==> src/rtl/imem_loader_if.sv <==
//------------------------------------------------------------------------------
// imem_loader_if
//
// Byte-wise program load stream into the instruction memory loader.
//
//   load_start : one-cycle request to begin (or restart) a program load
//   load_valid : load_data carries a valid byte
//   load_data  : instruction byte
//   load_last  : accepted byte is the final byte of the image
//   load_ready : loader can accept a byte this cycle
//
// master : the program source (drives start/valid/data/last)
// slave  : the loader (drives ready)
//------------------------------------------------------------------------------
interface imem_loader_if;
    logic       load_start;
    logic       load_valid;
    logic [7:0] load_data;
    logic       load_last;
    logic       load_ready;

    modport master (
        output load_start,
        output load_valid,
        output load_data,
        output load_last,
        input  load_ready
    );

    modport slave (
        input  load_start,
        input  load_valid,
        input  load_data,
        input  load_last,
        output load_ready
    );
endinterface : imem_loader_if

==> src/rtl/imem_loader.sv <==
//------------------------------------------------------------------------------
// imem_loader
//
// Instruction memory sitting directly in front of the 8-bit single-cycle core.
// Holds a DEPTH-byte program image, streams new images in over a valid/ready
// byte port and holds the core off (cpu_run=0) until a complete image exists.
// The instruction read path is combinational: inst follows pc in the same
// cycle.
//
// Ports:
//   clk       : system clock (same divided clock as the core), rising edge
//   reset     : asynchronous, active-low reset; aborts to CLEAR
//   ld        : load stream (slave side) - start/valid/data/last in, ready out
//   pc        : core program counter
//   inst      : instruction to the core (NOP_INST when not running / pc OOB)
//   cpu_run   : core execution enable
//   busy      : high while clearing memory or loading an image
//   prog_len  : number of bytes in the current image (0..DEPTH)
//   pc_oob    : running and pc >= prog_len
//   overflow  : last load filled DEPTH bytes without load_last; sticky until
//               the next load_start
//------------------------------------------------------------------------------
module imem_loader #(
    parameter int         DEPTH    = 256,
    parameter logic [7:0] NOP_INST = 8'h00
) (
    input  logic               clk,
    input  logic               reset,
    imem_loader_if.slave       ld,
    input  logic [7:0]         pc,
    output logic [7:0]         inst,
    output logic               cpu_run,
    output logic               busy,
    output logic [8:0]         prog_len,
    output logic               pc_oob,
    output logic               overflow
);

    // Address space is fixed at 8 bits, so DEPTH cannot exceed 256.
    localparam logic [7:0] LAST_ADDR = 8'(DEPTH - 1);
    localparam logic [8:0] DEPTH_LEN = 9'(DEPTH);

    typedef enum logic [1:0] {
        S_CLEAR = 2'd0,
        S_IDLE  = 2'd1,
        S_LOAD  = 2'd2,
        S_RUN   = 2'd3
    } state_e;

    state_e     state_q;
    logic [7:0] clr_ptr_q;
    logic [7:0] wr_ptr_q;
    logic [8:0] prog_len_q;
    logic       overflow_q;
    logic       cpu_run_q;
    logic       load_ready_q;
    logic       busy_q;

    logic [7:0] mem [0:DEPTH-1];

    logic       beat_acc;
    logic       beat_at_end;
    logic       mem_we;
    logic [7:0] mem_waddr;
    logic [7:0] mem_wdata;
    logic       pc_in_range;
    logic       running;

    // A beat presented in the same cycle as a restart is dropped, so
    // load_start masks acceptance even though load_ready is still high.
    assign beat_acc    = (state_q == S_LOAD) && ld.load_valid && load_ready_q
                         && !ld.load_start;
    assign beat_at_end = (wr_ptr_q == LAST_ADDR);

    //--------------------------------------------------------------------------
    // Memory write port: CLEAR zeroes one byte per cycle, LOAD writes beats.
    //--------------------------------------------------------------------------
    always_comb begin
        mem_we    = 1'b0;
        mem_waddr = clr_ptr_q;
        mem_wdata = 8'h00;
        case (state_q)
            S_CLEAR: begin
                mem_we    = 1'b1;
                mem_waddr = clr_ptr_q;
                mem_wdata = 8'h00;
            end
            S_LOAD: begin
                if (beat_acc) begin
                    mem_we    = 1'b1;
                    mem_waddr = wr_ptr_q;
                    mem_wdata = ld.load_data;
                end
            end
            default: begin
                mem_we = 1'b0;
            end
        endcase
    end

    // Storage itself has no reset; the CLEAR sweep provides a known image.
    always_ff @(posedge clk) begin
        if (mem_we) begin
            mem[mem_waddr] <= mem_wdata;
        end
    end

    //--------------------------------------------------------------------------
    // Control FSM with registered outputs. Outputs are assigned from the state
    // being entered, so cpu_run/load_ready/busy change on the transition edge.
    //--------------------------------------------------------------------------
    always_ff @(posedge clk or negedge reset) begin
        if (!reset) begin
            state_q      <= S_CLEAR;
            clr_ptr_q    <= 8'h00;
            wr_ptr_q     <= 8'h00;
            prog_len_q   <= 9'd0;
            overflow_q   <= 1'b0;
            cpu_run_q    <= 1'b0;
            load_ready_q <= 1'b0;
            busy_q       <= 1'b1;
        end else begin
            case (state_q)
                S_CLEAR: begin
                    // load_start is deliberately ignored here, not queued.
                    if (clr_ptr_q == LAST_ADDR) begin
                        state_q   <= S_IDLE;
                        clr_ptr_q <= 8'h00;
                        busy_q    <= 1'b0;
                    end else begin
                        clr_ptr_q <= clr_ptr_q + 8'h01;
                    end
                end

                S_IDLE: begin
                    if (ld.load_start) begin
                        state_q      <= S_LOAD;
                        wr_ptr_q     <= 8'h00;
                        prog_len_q   <= 9'd0;
                        overflow_q   <= 1'b0;
                        load_ready_q <= 1'b1;
                        busy_q       <= 1'b1;
                        cpu_run_q    <= 1'b0;
                    end
                end

                S_LOAD: begin
                    if (ld.load_start) begin
                        // Restart: discard what was written so far.
                        wr_ptr_q   <= 8'h00;
                        prog_len_q <= 9'd0;
                        overflow_q <= 1'b0;
                    end else if (beat_acc) begin
                        if (prog_len_q != DEPTH_LEN) begin
                            prog_len_q <= prog_len_q + 9'd1;
                        end
                        if (ld.load_last || beat_at_end) begin
                            // Final beat, either explicit or forced by a full
                            // memory; wr_ptr stays put so it never wraps.
                            state_q      <= S_RUN;
                            overflow_q   <= !ld.load_last;
                            load_ready_q <= 1'b0;
                            busy_q       <= 1'b0;
                            cpu_run_q    <= 1'b1;
                        end else begin
                            wr_ptr_q <= wr_ptr_q + 8'h01;
                        end
                    end
                end

                S_RUN: begin
                    if (ld.load_start) begin
                        state_q      <= S_LOAD;
                        wr_ptr_q     <= 8'h00;
                        prog_len_q   <= 9'd0;
                        overflow_q   <= 1'b0;
                        load_ready_q <= 1'b1;
                        busy_q       <= 1'b1;
                        cpu_run_q    <= 1'b0;
                    end
                end

                default: begin
                    state_q      <= S_CLEAR;
                    clr_ptr_q    <= 8'h00;
                    cpu_run_q    <= 1'b0;
                    load_ready_q <= 1'b0;
                    busy_q       <= 1'b1;
                end
            endcase
        end
    end

    //--------------------------------------------------------------------------
    // Combinational read path: zero-latency from pc, masked outside RUN and
    // beyond the loaded image.
    //--------------------------------------------------------------------------
    assign running     = (state_q == S_RUN);
    assign pc_in_range = ({1'b0, pc} < prog_len_q);

    always_comb begin
        inst   = NOP_INST;
        pc_oob = 1'b0;
        if (running) begin
            if (pc_in_range) begin
                inst = mem[pc];
            end else begin
                pc_oob = 1'b1;
            end
        end
    end

    assign ld.load_ready = load_ready_q;
    assign cpu_run       = cpu_run_q;
    assign busy          = busy_q;
    assign prog_len      = prog_len_q;
    assign overflow      = overflow_q;

endmodule : imem_loader

==> src/flat_wrapper.sv <==
// flat-port wrapper written by rule: the top's interface ports become plain ports
module imem_loader_flat 
#(
    parameter int         DEPTH    = 256,
    parameter logic [7:0] NOP_INST = 8'h00
)
  (clk, reset, pc, inst, cpu_run, busy, prog_len, pc_oob, overflow, ld_load_start, ld_load_valid, ld_load_data, ld_load_last, ld_load_ready);
  imem_loader_if ld_i ();
  input  logic clk;
  input  logic reset;
  input  logic [7:0] pc;
  output logic [7:0] inst;
  output logic cpu_run;
  output logic busy;
  output logic [8:0] prog_len;
  output logic pc_oob;
  output logic overflow;
  input wire logic [$bits(ld_i.load_start)-1:0] ld_load_start;
  input wire logic [$bits(ld_i.load_valid)-1:0] ld_load_valid;
  input wire logic [$bits(ld_i.load_data)-1:0] ld_load_data;
  input wire logic [$bits(ld_i.load_last)-1:0] ld_load_last;
  output wire logic [$bits(ld_i.load_ready)-1:0] ld_load_ready;
  assign ld_i.load_start = ld_load_start;
  assign ld_i.load_valid = ld_load_valid;
  assign ld_i.load_data = ld_load_data;
  assign ld_i.load_last = ld_load_last;
  assign ld_load_ready = ld_i.load_ready;
  imem_loader #(.DEPTH(DEPTH), .NOP_INST(NOP_INST)) u_core (.clk(clk), .reset(reset), .ld(ld_i), .pc(pc), .inst(inst), .cpu_run(cpu_run), .busy(busy), .prog_len(prog_len), .pc_oob(pc_oob), .overflow(overflow));
endmodule
==> config.mk <==
export PLATFORM = sky130hd
export DESIGN_NAME = imem_loader_flat
export DESIGN_NICKNAME = d
export VERILOG_FILES = /design/src/rtl/imem_loader_if.sv /design/src/rtl/imem_loader.sv /design/src/flat_wrapper.sv
export SDC_FILE = /design/constraint.sdc
export NUM_CORES = 2
export LEC_CHECK = 0
export ABC_CLOCK_PERIOD_IN_PS = 7600
export CELL_PAD_IN_SITES_DETAIL_PLACEMENT = 1
export CELL_PAD_IN_SITES_GLOBAL_PLACEMENT = 1
export CORE_UTILIZATION = 55
export DETAILED_ROUTE_END_ITERATION = 10
export GPL_ROUTABILITY_DRIVEN = 1
export PLACE_DENSITY_LB_ADDON = 0.1
export SLEW_MARGIN = 20
export SYNTH_ARGS = -nofsm -noshare
export SYNTH_HDL_FRONTEND = slang
export SYNTH_SLANG_ARGS = --single-unit
==> constraint.sdc <==
create_clock -name clk -period 7.6 [get_ports clk]
set_input_delay 1.52 -clock clk [delete_from_list [all_inputs] [get_ports clk]]
set_output_delay 1.52 -clock clk [all_outputs]
set_load 0.005 [all_outputs]
Yosys cells after proc, flatten, opt, wreduce, memory -nomap -nowiden
Memory sizes are Yosys's and may differ from the RTL's.
Index checks and enable logic that the tools add are counted.
Operators by class
  eq/ne operators: 15
  $add $sub $neg: 3
  reductions and logical operators: 14
  $lt $le $gt $ge: 1
  muxes and demuxes: 45
Operator list (count)
  $mux 8: 11
  $mux 9: 4
  $pmux 9 s2: 1
  $mux 1: 17
  $add 8x1->8 const B: 2
  $eq 8x8->1 const B: 2
  $pmux 8 s2: 1
  $reduce_and 4->1: 3
  $mux 2: 5
  $reduce_and 5->1: 2
  $add 9x1->9 const B: 1
  $lt 8x9->1: 1
  $ne 3x3->1 const B: 3
  $ne 9x9->1 const B: 1
  $pmux 1 s2: 4
  $ne 2x1->1 const B: 3
  $pmux 2 s3: 1
  $eq 2x2->1 const B: 2
  $ne 2x2->1 const B: 2
  $logic_and 1x1->1: 3
  $ne 3x2->1 const B: 1
  $pmux 1 s3: 1
  $eq 2x1->1 const B: 1
  $logic_not 1->1: 2
  other kinds (4): 4
Word-level totals
  input bits: 21
  logic and storage cells: 87
  memory bits (writable): 2048
  memories kept: 1
  register bits after elaboration: 31
Memories
  u_core.mem: depth 256, bits a word 8, read ports 1, clocked after memory_dff 0, write ports 1, line imem_loader.sv:59  | logic [7:0] mem [0:DEPTH-1];

Longest topological paths before layout
  depth in word-level cells: 8
  gate-level depth with buffers: 13
  mapped depth without buffers: 9

Worst setup path after synthesis
Ideal clock, no wire load.
  path kind: input to register
  from: input port ld_load_start
  to: memory u_core.mem[0][0] (data pin)
  stages: 5
  buffers on the path: 2
  library setup time: 873 ps
  required time: 6727 ps
  path slack: 1291 ps
  data arrival time: 5436 ps
  path through: or2_1 buf_4 nor2_8 buf_4 and3_1
On the way
  cells in the longest elaborated chain, start to end: 4
RTL lines
  start, declared: line flat_wrapper.sv:18  | input wire logic [$bits(ld_i.load_start)-1:0] ld_load_start;
  $logic_not 1->1: line imem_loader.sv:72  | && !ld.load_start;
  $logic_and 1x1->1: line imem_loader.sv:72
  $mux 8: line imem_loader.sv:89  | if (beat_acc) begin
  $mux 8: line imem_loader.sv:82  | case (state_q)
  named net u_core.mem_wdata[0]: line imem_loader.sv:65  | logic [7:0] mem_wdata;
  end, declared: line imem_loader.sv:59
The timed path passes the listed nets, and every way through them passes these cells.

Worst setup path in the final report
  from: input port pc[6]
  to: output port inst[5]
On the way
  cells in the longest elaborated chain, start to end: 3
  elaborated cells on any way between the ends: 4
  classes of those cells: order compare (1); mux (2); memory (1)
RTL lines
  start, declared: line flat_wrapper.sv:11  | input logic [7:0] pc;
  $mem_v2 256x8 or $lt 8x9->1 (tied branches)
  $mux 8 (*): line imem_loader.sv:205  | if (pc_in_range) begin
  $mux 8 (*): line imem_loader.sv:204  | if (running) begin
  end, declared: line flat_wrapper.sv:12  | output logic [7:0] inst;
Mark *: on every way between the ends. The rest lies on a longest branch, timed or not.

==> run_results.csv <==
group,metric,value,unit
detailed_routing,viasPerCell,6.677,
cells_and_area,antenna_cells,0,
clock_tree,cts_root_buffer,"clkbuf_16",
detailed_routing,wirelength,220900,um
yosys,yosysWarnings,0,
critical_path,cp-end-kind,"primary output",
yosys,yosysSeqAreaShare,76.31,%
die,chipHeight,387.2,um
power_and_ir_drop,p_per_area,253.7,nW/um^2
critical_path,worst_ep_required_time,6080,ps
clock_tree,cts_buffer_depth,3,
clock_tree,postCtsHoldBufs,0,
grt,overflow,0,
grt,globalRouteMet3Util,6.200,%
yosys,synthDistinctLibCells,80,
detailed_routing,wire_per_inst,35.47,um
cells_and_area,fin_nets,4170,
yosys,synth_seq_cells,2079,
yosys,syn_inst,4024,
grt,antenna_found_initial,8,
sta,max_freq,132.3,MHz
cells_and_area,final_util,61.85,%
die,design.core.area,146400,sq um
critical_path,cp.arrival,6040,ps
clock_tree,path_clk_slew,50,ps
detailed_routing,ant_nets,0,
cells_and_area,syn_to_final_growth,10.97,%
die,die_area,149900,sq um
grt,track_usage,29.70,%
grt,grt_pass1_vias,42635,
detailed_routing,drc,0,
sta,slew_violations,0,
sta,min_period,7557,ps
power_and_ir_drop,p_leak,23.44,nW
critical_path,r2r_cells,6,
die,die-width,387.2,um
status,status,"completed",
critical_path,reg2reg_from,"u_core.state_q[0]",
clock_tree,post_cts_buffers,0,
sta,relSlewSlack,18.33,%
worst_hold_path,hold_class,"reg -> reg",
worst_hold_path,whs_path_depth,2,
die,num_rows,140,
sta,tightest_slew,1194,ps
grt,busiest_layer,"met2",
yosys,ys.flop_type,"edfxtp_1",
critical_path,reg2reg_to,"u_core.mem[183][4]",
sta,finalCritPeriodShare,99.43,%
grt,grt_pass1_wl,315100,um
flow_run,max-cap-violations,0,
critical_path,critPathKind,"in -> out",
placement,gp_congestion,0.8603,
power_and_ir_drop,ir_drop,0.2086,mV
die,initial_utilization,55.73,%
sta,rsz0062_at_grt,"false",
sta,fin_setup_tns,0,ps
sta,hold_viol,0,
detailed_routing,drt_first_pass_iters,6,
grt,met2_usage,45.24,%
clock_tree,cts_tree,"yes",
placement,dp_hpwl,135100,um
placement,portBuffers,42,
critical_path,startpoint,"pc[6]",
sta,finalClockSkew,32.85,ps
yosys,syn-num-nets,4056,
worst_hold_path,min_from,"u_core.busy",
detailed_routing,num_vias,41576,
clock_tree,cts.sinks,2079,
critical_path,r2r_slack,2910,ps
worst_hold_path,worstHoldEndpoint,"u_core.busy",
grt,grt_max_degree,210,
die,ioPinCount,43,
cells_and_area,drive_above_1_share,20.86,%
critical_path,cp_max_fo,16,
sta,setup_viol,0,
yosys,synth-edff-count,2048,
critical_path,crit_path_start_kind,"input port",
detailed_routing,drtIter0Drc,4957,
yosys,syn_area_per_cell,20.28,sq um
sta,timing.hold.ws,462.8,ps
yosys,synth.cell_area,81610,sq um
clock_tree,clk_latency,840,ps
clock_tree,ctsHtreeMaxLevel,4,
yosys,synth-async-reset-ratio,1.491,%
clock_tree,cts_buffers,206,
grt,use_met1,43.98,%
clock_tree,cts_resized,0,
-- power by group --
part | leakage (nW) | total, mW | switching, mW | internal [mW]
Combinational | 5.68 | 0.619 | 0.401 | 0.218
Sequential | 14.5 | 12.4 | 0.00122 | 12.4
Clock | 3.22 | 9.96 | 4.28 | 5.68
Total | 23.4 | 23.0 | 4.68 | 18.3
-- metrics by stage --
stage               std cells  instance area (sq um)  total power, mW  setup WS, ps
floorplan                4024                  81610            13.04          1291
global placement         5847                  84040            13.26         371.9
detailed placement       5847                  84040            13.26         322.3
CTS                      6227                  90560            23.09         305.2
global route             6227                  90570            23.46         27.02
finish                   6227                  90570            22.98         43.09
-- cell families after synthesis --
logic type	after synthesis	share of synthesized area (%)
simple gates	628	3.641
mux	623	14.18
flops	2079	76.31
xor+xnor	7	0.07512
buf+inv	253	2.025
compound gates	423	3.601
fa+ha+maj	11	0.1686
-- layout by cell type, fill, tap and decap left out, drive strengths merged, types with 68 or more instances in the layout --
cell    Yosys  final
o22ai     154    154
buf       176    107
mux2i     183    183
nand2     113    113
clkbuf     62    245
a22oi      68     68
nor2      313    313
mux4      422    422
edfxtp   2048   2048
clkinv      0    109
-- critical path, stage by stage --
cell             delay, ps
clkdlybuf4s50_1        890
and2_1                 450
nand2_1                560
o22ai_1                180
or4_1                  570
nor4_1                 370
a31oi_1                170
o2bb2ai_1              680
clkdlybuf4s50_1        630
-- final cells by class --
type	count	area, sq um
fillers	12043	55870
clock buffers	245	5396
multi-input cells	1692	17770
flip-flops and latches	2079	62280
inverters	15	56.30
well taps	1917	2399
repair buffers	144	1540
clock inverters	135	1131
-- state kept, by name (all words and copies together), names as in the netlist --
signal,flops
u_core.clr_ptr_q,8
u_core.overflow,1
u_core.mem,2048
u_core.prog_len,9
u_core.ld.load_ready,1
u_core.busy,1
u_core.cpu_run,1
u_core.state_q,2
u_core.wr_ptr_q,8
-- worst max path at each step --
stage | end | slack (ps) | depth (start not counted)
5_1_grt | inst[5] | 30 | 9
6_report | inst[5] | 40 | 9
3_3_place_gp | inst[4] | 370 | 8
2_1_floorplan | u_core.mem[0][0] | 1290 | 5
3_5_place_dp | inst[4] | 320 | 8
4_1_cts | inst[4] | 310 | 8
-- synth_stat cells (all sizes together), types with 4 or more instances --
| cell type | n | area share, % |
|---|---|---|
| a2111oi | 5 | 0.069 |
| a211oi | 56 | 0.52 |
| a21oi | 15 | 0.092 |
| a221oi | 8 | 0.094 |
| a22o | 15 | 0.16 |
| a22oi | 68 | 0.63 |
| a31oi | 16 | 0.12 |
| and2 | 6 | 0.046 |
| and3 | 11 | 0.084 |
| buf | 176 | 1.7 |
| clkbuf | 62 | 0.29 |
| dfrtp | 30 | 0.92 |
| edfxtp | 2048 | 75 |
| ha | 11 | 0.17 |
| inv | 15 | 0.069 |
| mux2 | 18 | 0.25 |
| mux2i | 183 | 2.2 |
| mux4 | 422 | 12 |
| nand2 | 113 | 0.56 |
| nand2b | 14 | 0.11 |
| nand3 | 35 | 0.24 |
| nand3b | 10 | 0.097 |
| nand4 | 14 | 0.11 |
| nor2 | 313 | 1.5 |
| nor2b | 14 | 0.11 |
| nor3 | 20 | 0.12 |
| nor3b | 4 | 0.037 |
| nor4 | 4 | 0.031 |
| o211ai | 7 | 0.064 |
| o21ai | 39 | 0.24 |
| o22ai | 154 | 1.2 |
| o2bb2ai | 7 | 0.075 |
| o311ai | 7 | 0.075 |
| o31a | 6 | 0.064 |
| o31ai | 6 | 0.078 |
| or2 | 32 | 0.25 |
| or3 | 26 | 0.25 |
| xnor2 | 7 | 0.075 |
-- routing by layer --
| metal | routed length [um] | vias up |
|---|---|---|
| li1 | - | 16895 |
| met1 | 92620 | 22525 |
| met2 | 103200 | 1855 |
| met3 | 19050 | 295 |
| met4 | 5913 | 6 |
| met5 | 42 | - |
No activity file was read; power rests on OpenSTA's default activity.
